==> src/rtl/systolic_feeder.sv <==
// Operand feeder for an NxN output-stationary systolic array: stores A and B, then streams
// A rows west and B columns north with a diagonal skew after a one-cycle array clear.
module systolic_feeder #(
    parameter int unsigned N = 4,
    parameter int unsigned W = 8
) (
    input  logic                 clk,
    input  logic                 rst,
    input  logic                 wr_en,
    input  logic                 wr_sel,
    input  logic [$clog2(N)-1:0] wr_row,
    input  logic [$clog2(N)-1:0] wr_col,
    input  logic [W-1:0]         wr_data,
    input  logic                 start,
    output logic [N*W-1:0]       a_edge,
    output logic [N*W-1:0]       b_edge,
    output logic                 array_rst,
    output logic                 busy,
    output logic                 done
);

    localparam int unsigned IdxW  = $clog2(N);
    localparam int unsigned CntW  = $clog2(3 * N);
    localparam int unsigned LastT = 3 * N - 3;

    typedef enum logic [1:0] {StIdle, StClear, StStream, StDone} state_e;

    state_e            state_q, state_d;
    logic [CntW-1:0]   cnt_q, cnt_d;
    logic [W-1:0]      a_mem [N][N];
    logic [W-1:0]      b_mem [N][N];

    logic [N*W-1:0]    a_edge_d, b_edge_d;
    logic              array_rst_d, busy_d, done_d;
    logic [CntW-1:0]   k;

    always_ff @(posedge clk) begin
        if (rst) begin
            state_q <= StIdle;
            cnt_q   <= '0;
        end else begin
            state_q <= state_d;
            cnt_q   <= cnt_d;
        end
    end

    always_comb begin
        state_d = state_q;
        cnt_d   = cnt_q;
        unique case (state_q)
            StIdle: if (start) state_d = StClear;
            StClear: begin
                state_d = StStream;
                cnt_d   = '0;
            end
            StStream: begin
                if (cnt_q == CntW'(LastT)) state_d = StDone;
                else                       cnt_d   = cnt_q + 1'b1;
            end
            StDone: state_d = StIdle;
            default: state_d = StIdle;
        endcase
    end

    // Operand storage; the write port is only live while idle.
    always_ff @(posedge clk) begin
        if (rst) begin
            for (int unsigned r = 0; r < N; r++) begin
                for (int unsigned c = 0; c < N; c++) begin
                    a_mem[IdxW'(r)][IdxW'(c)] <= '0;
                    b_mem[IdxW'(r)][IdxW'(c)] <= '0;
                end
            end
        end else if (wr_en && state_q == StIdle) begin
            if (wr_sel) b_mem[wr_row][wr_col] <= wr_data;
            else        a_mem[wr_row][wr_col] <= wr_data;
        end
    end

    // Row/column i carries element (t-i) of its line while 0 <= t-i < N, zero otherwise.
    always_comb begin
        a_edge_d    = '0;
        b_edge_d    = '0;
        k           = '0;
        array_rst_d = (state_q == StClear);
        busy_d      = (state_q != StIdle);
        done_d      = (state_q == StDone);
        if (state_q == StStream) begin
            for (int unsigned i = 0; i < N; i++) begin
                k = cnt_q - CntW'(i);
                if (cnt_q >= CntW'(i) && k < CntW'(N)) begin
                    a_edge_d[i*W +: W] = a_mem[IdxW'(i)][k[IdxW-1:0]];
                    b_edge_d[i*W +: W] = b_mem[k[IdxW-1:0]][IdxW'(i)];
                end
            end
        end
    end

    always_ff @(posedge clk) begin
        if (rst) begin
            a_edge    <= '0;
            b_edge    <= '0;
            array_rst <= 1'b0;
            busy      <= 1'b0;
            done      <= 1'b0;
        end else begin
            a_edge    <= a_edge_d;
            b_edge    <= b_edge_d;
            array_rst <= array_rst_d;
            busy      <= busy_d;
            done      <= done_d;
        end
    end

endmodule

==> config.mk <==
export PLATFORM = sky130hd
export DESIGN_NAME = systolic_feeder
export DESIGN_NICKNAME = d
export VERILOG_FILES = /design/src/rtl/systolic_feeder.sv
export SDC_FILE = /design/constraint.sdc
export NUM_CORES = 1
export LEC_CHECK = 0
export ABC_AREA = 1
export CELL_PAD_IN_SITES_DETAIL_PLACEMENT = 2
export CELL_PAD_IN_SITES_GLOBAL_PLACEMENT = 2
export CORE_MARGIN = 1.5
export CORE_UTILIZATION = 42
export CTS_CLUSTER_DIAMETER = 40
export DETAILED_ROUTE_END_ITERATION = 16
export PLACE_DENSITY_LB_ADDON = 0.12
export SETUP_SLACK_MARGIN = 0.15
export SKIP_CTS_REPAIR_TIMING = 1
export SYNTH_ARGS = -nofsm -noshare
export SYNTH_HDL_FRONTEND = slang
export SYNTH_SLANG_ARGS = --single-unit
==> constraint.sdc <==
create_clock -name clk -period 4.6 [get_ports clk]
set_input_delay 0.46 -clock clk [delete_from_list [all_inputs] [get_ports clk]]
set_output_delay 0.46 -clock clk [all_outputs]
set_load 0.01 [all_outputs]
==> reports/qor.txt, run 1 <==
Tot GR Track Use: 28.0%
Drt total wl: 46300 um
Pin count of the biggest net entering global routing: 82
Die height: 186 um
Footprint of the multi-input gates: 4200 um2
CP required: 5.09 ns
TritonCTS Buffers: 52
# fillers: 3317
CTS sink cnt: 329
Post-Synth Adder-Cell Area: 1.07%
Final setup vio count: 0
Netlist cell types: 30
Synth Cell Area: 14000 um2
Layout area overhead: 21.2%
Antenna diodes: 0
Final net count: 1476
Post-Synth Simple-Gate Area: 23.4%
Worst-path clk slew: 0.06 ns
Vias in the first global route: 11500
Slew Limit Fails: 0
FF+latch count, synth: 329
GR Util met3: 3.93%
Slew HR: 12.4%
Placer's final routability congestion estimate: 0.756
Final setup TNS: 0 ns
Xor and xnor area share after synthesis: 0.125%
Mapped Avg Cell Area: 10.1 um2
Initial antenna violation count: 1
RSZ-0062 raised after global routing: false
Initial DRC Count: 655
GRT busiest layer: met2
Cell Rows: 66
Core box area: 32700 um2
Leak: 6.76 nW
Crit Path Class: reg -> reg
Final Cycle Share: 66.3%
Max IR drop VDD: 0.280 mV
Crit path max fanout: 73
Post-synth top area share: 54.9%
FF+latch area: 9150 um2
# Max-Cap Violations: 0
Compound-Gate Fraction of Synth Area: 5.43%
P per Cell Area: 544 nW/um2
Fin. Hold Viols: 0
Top-count cell post-synth: nor2_1
Layout Utilization: 51.9%
Clk root buf: clkbuf_16
Status: finished, final reports clean
Largest area contributor in the netlist: edfxtp_1
Number of flops mapped to enable cells by yosys: 256
Avg Vias per Cell: 5.33
HPWL Detailed: 26600 um
Clk buf depth: 3
Drt drc: 0
H-tree depth: 2
First-pass GRT wire length: 70600 um
Total gr overflow: 0
CTS tree: done
Seq/Total Area, Yosys: 65.3%
Total power: 9.23 mW
Mapped Cells: 1382
Largest family of logic cells by synthesized area: simple AND/OR/NAND/NOR gates
Max Fclk: 0.328 GHz
Multiplexer area fraction after synthesis: 0%
Die area: 34400 um2
Layout cell share with drive strength beyond 1: 11.2%
WP data arrival: 3.54 ns
DIE WIDTH: 186 um
Top FF cell, synth: edfxtp_1
Io pins: 84
1st-pass router iterations: 5
Ys async rst share: 0%
Actual slew at the worst max-slew pin: 1.31 ns
Synth Net Count: 1411
Met1 usage: 33.8%
Setup crit start kind: flop
Clock skew: 0.0261 ns
Worst Hold Class: reg -> reg
DR vias: 10300
Worst reg-to-reg setup slack: 1.55 ns
Top cells by count, synth: 568 x nor2_1, 256 x edfxtp_1, 131 x o21ai_0, 107 x nand2_1, 73 x dfxtp_1
Skew-Pair Late Insertion Delay: 0.59 ns
Fin crit period: 3.05 ns
Largest cells by area after synthesis: edfxtp_1 55%, nor2_1 15%, dfxtp_1 10%
# port buffers: 83
Post-route ant nets: 0
Worst setup EP type: flop
Yosys Warn Count: 0
WL per Instance: 24.0 um
Grt met2 use: 50.6%
Initial core utilization: 42.8%
-- critical path, cell delays in order, from the launching register on --
cell and delay (ns):
dfxtp_4 0.35, buf_4 0.55, buf_4 0.79, nand2_1 0.12, nand2_1 0.13, xor2_1 0.23, nand2_1 0.46, nor2_1 0.24
-- through the flow --
stage | setup slack, ns | cell area (um2) | cells | hold slack (ns)
2_1_floorplan | 2.48 | 14000 | 1382 | 0.472
3_3_place_gp | 1.55 | 15100 | 1835 | 0.505
3_5_place_dp | 1.40 | 15100 | 1835 | 0.517
4_1_cts | 1.49 | 17000 | 1933 | 0.533
5_1_grt | 1.28 | 17000 | 1933 | 0.568
6_report | 1.55 | 17000 | 1933 | 0.520
-- placed cells by master (no fill, tap or decap), drive strengths merged --
cell | synthesis | routed
clkdlybuf4s50 | 0 | 83
clkbuf | 55 | 62
ha | 12 | 12
nor2 | 580 | 580
xnor2 | 1 | 1
clkinv | 3 | 18
nand4 | 13 | 13
edfxtp | 256 | 256
clkinvlp | 0 | 7
nand3 | 20 | 20
a21oi | 21 | 21
buf | 24 | 7
bufinv | 0 | 8
inv | 74 | 80
dfxtp | 73 | 73
o21ai | 131 | 131
nand2 | 118 | 118
xor2 | 1 | 1
-- cell families (layout without fill, tap and decap cells) --
logic type,count (synthesis),count (layout)
compound gates,152,152
xor+xnor,2,2
fa+ha+maj,12,12
buf+inv,156,265
flops,329,329
simple gates,731,731
-- power by group --
| group | internal [mW] | leakage (nW) | switching [mW] |
|---|---|---|---|
| Combinational | 0.406 | 2.63 | 1.23 |
| Clock | 2.66 | 0.901 | 1.57 |
| Sequential | 3.32 | 3.23 | 0.0515 |
| Total | 6.39 | 6.76 | 2.85 |
-- per-layer routing --
layer  wire length [um]  share of wire [%]  up-vias
met1              18400                 40     5235
met4               1580                3.4        0
met3               2060                4.4      124
li1                   -                  -     4657
met5                  0                  0        -
met2              24300                 52      282
-- final cells by class --
class / count / share of cell area [%]
clock buffer: 62 / 8.24
clock inverter: 36 / 2.89
inverter: 77 / 1.75
multi-input combinational: 897 / 24.7
sequential: 329 / 53.9
tap: 442 / 3.26
timing repair buffer: 90 / 5.20
-- registers in the layout, summed over array words and instances, names as in the netlist --
name and count:
b_mem 128, state_q 2, a_mem 128, b_edge 32
busy 1, done 1, array_rst 1, cnt_q 4
a_edge 32
-- path summary, 6_finish.rpt --
| check | to | depth (start not counted) | start |
|---|---|---|---|
| worst max-delay path | a_edge[29] | 7 | cnt_q[0] |
| worst min-delay path | state_q[1] | 2 | state_q[1] |
| worst max register to register | a_edge[29] | 7 | cnt_q[0] |
| worst min register to register | state_q[1] | 2 | state_q[1] |
Note: power is estimated with default switching activity, not from simulation.
==> run 2, diff against run 1 <==
--- a/config.mk
+++ b/config.mk
@@ -9,7 +9,7 @@
 export CELL_PAD_IN_SITES_DETAIL_PLACEMENT = 2
 export CELL_PAD_IN_SITES_GLOBAL_PLACEMENT = 2
 export CORE_MARGIN = 1.5
-export CORE_UTILIZATION = 42
+export CORE_UTILIZATION = 39
 export CTS_CLUSTER_DIAMETER = 40
 export DETAILED_ROUTE_END_ITERATION = 16
 export PLACE_DENSITY_LB_ADDON = 0.12
==> constraint.sdc (replaced) <==
create_clock -name clk -period 2.96 [get_ports clk]
set_input_delay 0.296 -clock clk [delete_from_list [all_inputs] [get_ports clk]]
set_output_delay 0.296 -clock clk [all_outputs]
set_load 0.01 [all_outputs]
==> reports/qor.txt, run 2 (synthesis gave the netlist of run 1 again) <==
Pin count of the biggest net entering global routing: 131 (+60%)
Vias in the first global route: 11300 (-1.9%)
P per Cell Area: 827 nW/um2 (+52%)
Total gr overflow: 0 (unchanged)
Io pins: 84 (unchanged)
# port buffers: 83 (unchanged)
WL per Instance: 21.9 um (-8.4%)
HPWL Detailed: 25600 um (-3.8%)
TritonCTS Buffers: 51 (-1.9%)
R2R depth: 9 (+2)
Commonest cells after routing, fill and taps aside: 568 x nor2_1, 256 x edfxtp_1, 131 x o21ai_0
Top delay family on crit path: simple AND/OR/NAND/NOR gates
Max IR drop VDD: 0.637 mV (+130%)
Worst reg-to-reg setup slack: 0.46 ns (-1.09 ns)
Leak: 6.86 nW (+1.4%)
Final setup TNS: 0 ns (unchanged)
Fin crit period: 2.50 ns (-0.552 ns)
Worst R2R End: a_mem[1][5]
Status: finished, final reports clean
RR Startpoint: state_q[1]
Initial antenna violation count: 2 (+1)
Final Cycle Share: 84.3% (+18 points)
Worst Hold Class: in -> reg
Placed Area: 15300 um2 (+1.2%)
Clk root buf: clkbuf_16
WP data arrival: 2.73 ns (-0.81 ns)
Clock skew: 0.0158 ns (-0.0103 ns)
Hold Path Depth: 5 (+3)
Placer's final routability congestion estimate: 0.725 (-4.1%)
Drt total wl: 43100 um (-6.9%)
Post-route ant nets: 0 (unchanged)
Critical path cell sequence: inv_1 > ha_1 > nand2_2 > nor2_8 > buf_4 > nand2_1 > nor2_4 > nand2_2 > nand2_1
Crit Path Class: reg -> reg
DR vias: 10000 (-2.6%)
Cell area after layout: 17100 um2 (+0.84%)
CP required: 3.19 ns (-1.90 ns)
Total power: 14.2 mW (+53%)
Fin. Hold Viols: 0 (unchanged)
Initial core utilization: 39.5% (-3.4 points)
H-tree depth: 2 (unchanged)
CTS tree: done
Worst-path clk slew: 0.05 ns (about the same)
Final setup vio count: 0 (unchanged)
1st-pass router iterations: 6 (+1)
Max Fclk: 0.401 GHz (+22%)
DIE WIDTH: 192 um (+3.7%)
Most common cell after layout, fill and taps aside: nor2_1
Actual slew at the worst max-slew pin: 0.708 ns (-0.606 ns)
Slew HR: 52.7% (+40 points)
Tot GR Track Use: 24.4% (-3.6 points)
Layout area overhead: 22.2%
Setup crit start kind: flop
Clk buf depth: 3 (unchanged)
CTS sink cnt: 329 (unchanged)
Worst setup EP type: flop
Crit path max-delay cell type: nand2_1
Worst path bufs/invs: 2 (unchanged)
Drt drc: 0 (unchanged)
Slew Limit Fails: 0 (unchanged)
Peak per-stage delay on the critical path: 0.36 ns (-0.43 ns)
First-pass GRT wire length: 66400 um (-6.0%)
Top Registers: a_mem (128), b_mem (128)
Core box area: 35500 um2 (+8.5%)
Initial DRC Count: 443 (-32%)
# Max-Cap Violations: 0 (unchanged)
Die area: 37100 um2 (+7.6%)
Die height: 192 um (+3.7%)
Cell Rows: 69 (+4.5%)
Final net count: 1489 (+0.88%)
Avg Vias per Cell: 5.11 (-4.2%)
Worst Hold Launch: start
Skew-Pair Late Insertion Delay: 0.58 ns (about the same)
Layout cell share with drive strength beyond 1: 11.1% (-0.15 points)
Crit path max fanout: 13 (-82%)
Min-Delay Endpoint: state_q[0]
RSZ-0062 raised after global routing: false
-- run 2: cell types whose count changed in the layout (fill, tap and decap cells not counted), sizes merged --
cell / before / now
inv: 80 / 77
diode: 0 / 2
clkbuf: 62 / 65
buf: 7 / 21
bufinv: 8 / 9
clkinvlp: 7 / 3
-- run 2: how the worst max path moves through the flow --
stage | from | to | cells past startpoint
global route | state_q[1] | a_mem[1][5] | 9
CTS | state_q[1] | a_mem[1][3] | 9
detailed placement | rst | a_mem[2][4] | 7
finish | state_q[1] | a_mem[1][5] | 9
floorplan | cnt_q[1] | a_edge[24] | 12
global placement | rst | a_mem[2][3] | 7
-- run 2: area by class of cell --
type,count,area (um2)
sequential,329,9150
multi-input combinational,897,4200
tap,461,577
antenna,2,5.00
fill,3583,18400
inverter,77,298
clock inverter,30,415
clock buffer,65,1430
timing repair buffer,104,1040
-- run 2: through the flow --
step | instances | hold slack [ns] | utilization (%) | worst slack [ns]
after floorplan | 1382 | 0.472 | - | 0.837
after global placement | 1868 | 0.489 | 43.0 | 0.444
after detailed placement | 1868 | 0.525 | 43.0 | 0.396
after CTS | 1963 | 0.447 | 48.2 | 0.442
after global routing | 1965 | 0.512 | 48.2 | 0.268
final | 1965 | 0.474 | 48.2 | 0.463
-- run 2: worst reg2reg max path, cell delays in order (launching register included) --
cell	delay [ns]
dfxtp_1	0.35
inv_1	0.11
ha_1	0.23
nand2_2	0.11
nor2_8	0.13
buf_4	0.33
nand2_1	0.15
nor2_4	0.21
nand2_2	0.17
nand2_1	0.37
-- run 2: metal layers --
| metal | track usage [%] | wire, um | up-vias | share of wire (%) |
|---|---|---|---|---|
| met5 | 0 | 0 | - | 0 |
| met4 | 9.60 | 1460 | 0 | 3.4 |
| met3 | 4.06 | 1360 | 100 | 3.1 |
| met2 | 44.5 | 22700 | 166 | 53 |
| met1 | 28.5 | 17600 | 5085 | 41 |
| li1 | - | - | 4682 | - |
-- run 2: power by group --
group          switching, mW  internal (mW)
Clock                   2.25           4.22
Combinational           1.72          0.672
Sequential             0.144           5.16
Total                   4.11           10.0
==> run 3, diff against run 2 <==
==> constraint.sdc (replaced) <==
create_clock -name clk -period 2.6 [get_ports clk]
set_input_delay 0.26 -clock clk [delete_from_list [all_inputs] [get_ports clk]]
set_output_delay 0.26 -clock clk [all_outputs]
set_load 0.01 [all_outputs]
==> reports/qor.txt, run 3 (synthesis gave the netlist of run 1 again) <==
Status: finished, final reports clean
Top Registers: a_mem (128), b_mem (128)
Skew-Pair Late Insertion Delay: 0.60 ns (+0.02 ns)
Drt drc: 0 (unchanged)
Hold Path Depth: 5 (unchanged)
Die area: 37100 um2 (unchanged)
Layout cell share with drive strength beyond 1: 12.7% (+1.6 points)
Logic pwr share: 17.2% (+0.3 points)
Setup crit start kind: flop
Crit Path Class: reg -> reg
Placed Area: 15300 um2 (+0.20%)
Commonest cells after routing, fill and taps aside: 568 x nor2_1, 256 x edfxtp_1, 131 x o21ai_0
Post-place setup slack: 0.0688 ns (-0.327 ns)
Final setup vio count: 0 (unchanged)
Final Cycle Share: 89.2% (+4.9 points)
TritonCTS Buffers: 56 (+9.8%)
HPWL Detailed: 25700 um (+0.59%)
Clk root buf: clkbuf_16
Hold WS: 0.425 ns (-0.0492 ns)
Cell Rows: 69 (unchanged)
Fin. Hold Viols: 0 (unchanged)
Most common cell after layout, fill and taps aside: nor2_1
Drt total wl: 43700 um (+1.4%)
Initial core utilization: 39.5% (unchanged)
CTS sink cnt: 329 (unchanged)
Avg Vias per Cell: 5.16 (+1.0%)
DIE WIDTH: 192 um (unchanged)
Initial DRC Count: 625 (+41%)
Cell area after layout: 17300 um2 (+0.82%)
Clock power share: 46.3% (+0.6 points)
Final net count: 1498 (+0.60%)
Crit path max fanout: 9 (-4)
Placer's final routability congestion estimate: 0.764 (+5.4%)
Slew HR: 52.2% (-0.44 points)
Vias in the first global route: 11400 (+0.64%)
Layout area overhead: 23.2%
Slew Limit Fails: 0 (unchanged)
# Max-Cap Violations: 0 (unchanged)
Initial antenna violation count: 2 (unchanged)
Total power: 16.3 mW (+15%)
Io pins: 84 (unchanged)
Leak: 6.90 nW (+0.71%)
WL per Instance: 22.1 um (+0.70%)
Layout Utilization: 48.6% (+0.39 points)
Sw Pwr: 4.93 mW (+20%)
First-pass GRT wire length: 67300 um (+1.3%)
Worst setup EP type: flop
1st-pass router iterations: 4 (-2)
Clock skew: 0.0176 ns (+0.00182 ns)
CTS tree: done
CP required: 2.85 ns (-0.34 ns)
Pin count of the biggest net entering global routing: 136 (+3.8%)
Internal power: 11.4 mW (+14%)
Fin crit period: 2.32 ns (-0.177 ns)
DP Cell Count: 1872 (+0.21%)
WP data arrival: 2.57 ns (-0.16 ns)
Core box area: 35500 um2 (unchanged)
# port buffers: 83 (unchanged)
Worst Hold Class: in -> reg
Seq pwr share: 36.5% (-1.0 points)
Actual slew at the worst max-slew pin: 0.717 ns (+0.00828 ns)
P per Cell Area: 946 nW/um2 (+14%)
Total gr overflow: 0 (unchanged)
Tot GR Track Use: 24.7% (+0.31 points)
RSZ-0062 raised after global routing: false
DR vias: 10200 (+1.7%)
H-tree depth: 2 (unchanged)
Clk buf depth: 3 (unchanged)
Post-route ant nets: 0 (unchanged)
Final non-filler cell total: 1979 (+0.71%)
Final setup TNS: 0 ns (unchanged)
Die height: 192 um (unchanged)
Switch share: 30.2% (+1.2 points)
R2R depth: 7 (-2)
Worst Slack Setup Final: 0.280 ns (-0.183 ns)
Max IR drop VDD: 0.621 mV (-2.5%)
Max Fclk: 0.431 GHz (+7.6%)
Worst-path clk slew: 0.05 ns (about the same)
-- run 3: cell types whose count changed in the layout (fill, tap and decap cells not counted), sizes merged --
cell      before  now
buf           21   25
inv           77   86
clkinvlp       3    7
clkbuf        65   61
clkinv        18   21
bufinv         9    7
-- run 3: worst paths after layout --
path	from	end	slack (ns)
worst max-delay path	state_q[0]	a_mem[2][8]	0.28
worst min-delay path	start	state_q[0]	0.42
worst max register to register	state_q[0]	a_mem[2][8]	0.28
worst min register to register	state_q[1]	state_q[1]	0.53
-- run 3: cell type report --
type                            instances  area, um2
Multi-Input combinational cell        897       4220
Clock inverter                         44        494
Tap cell                              461        577
Clock buffer                           61       1440
Antenna cell                            2       5.00
Fill cell                            3656      18200
Sequential cell                       329       9150
Inverter                               77        299
Timing Repair Buffer                  108       1070
-- run 3: power groups by stage --
stage	combinational (mW)	sequential (mW)	clock (mW)
floorplan	1.87	6.04	0
global placement	2.71	6.05	0
detailed placement	2.79	6.06	0
CTS	2.88	5.96	7.69
global route	3.17	5.98	7.91
finish	2.82	5.96	7.56
-- run 3: layer usage --
layer / wire length (um) / vias up / global-route usage, %
met1: 17900 / 5167 / 29.4
met4: 1400 / 0 / 10.4
met5: 0 / - / 0
li1: - / 4713 / -
met3: 1560 / 98 / 3.51
met2: 22800 / 228 / 44.5
-- run 3: critical path: stages (launching register included) --
cell and delay (ns):
dfxtp_1 0.32, inv_1 0.12, ha_1 0.24, nand2_2 0.11
nor2_8 0.22, buf_4 0.34, nand4_4 0.23, nand2_1 0.39
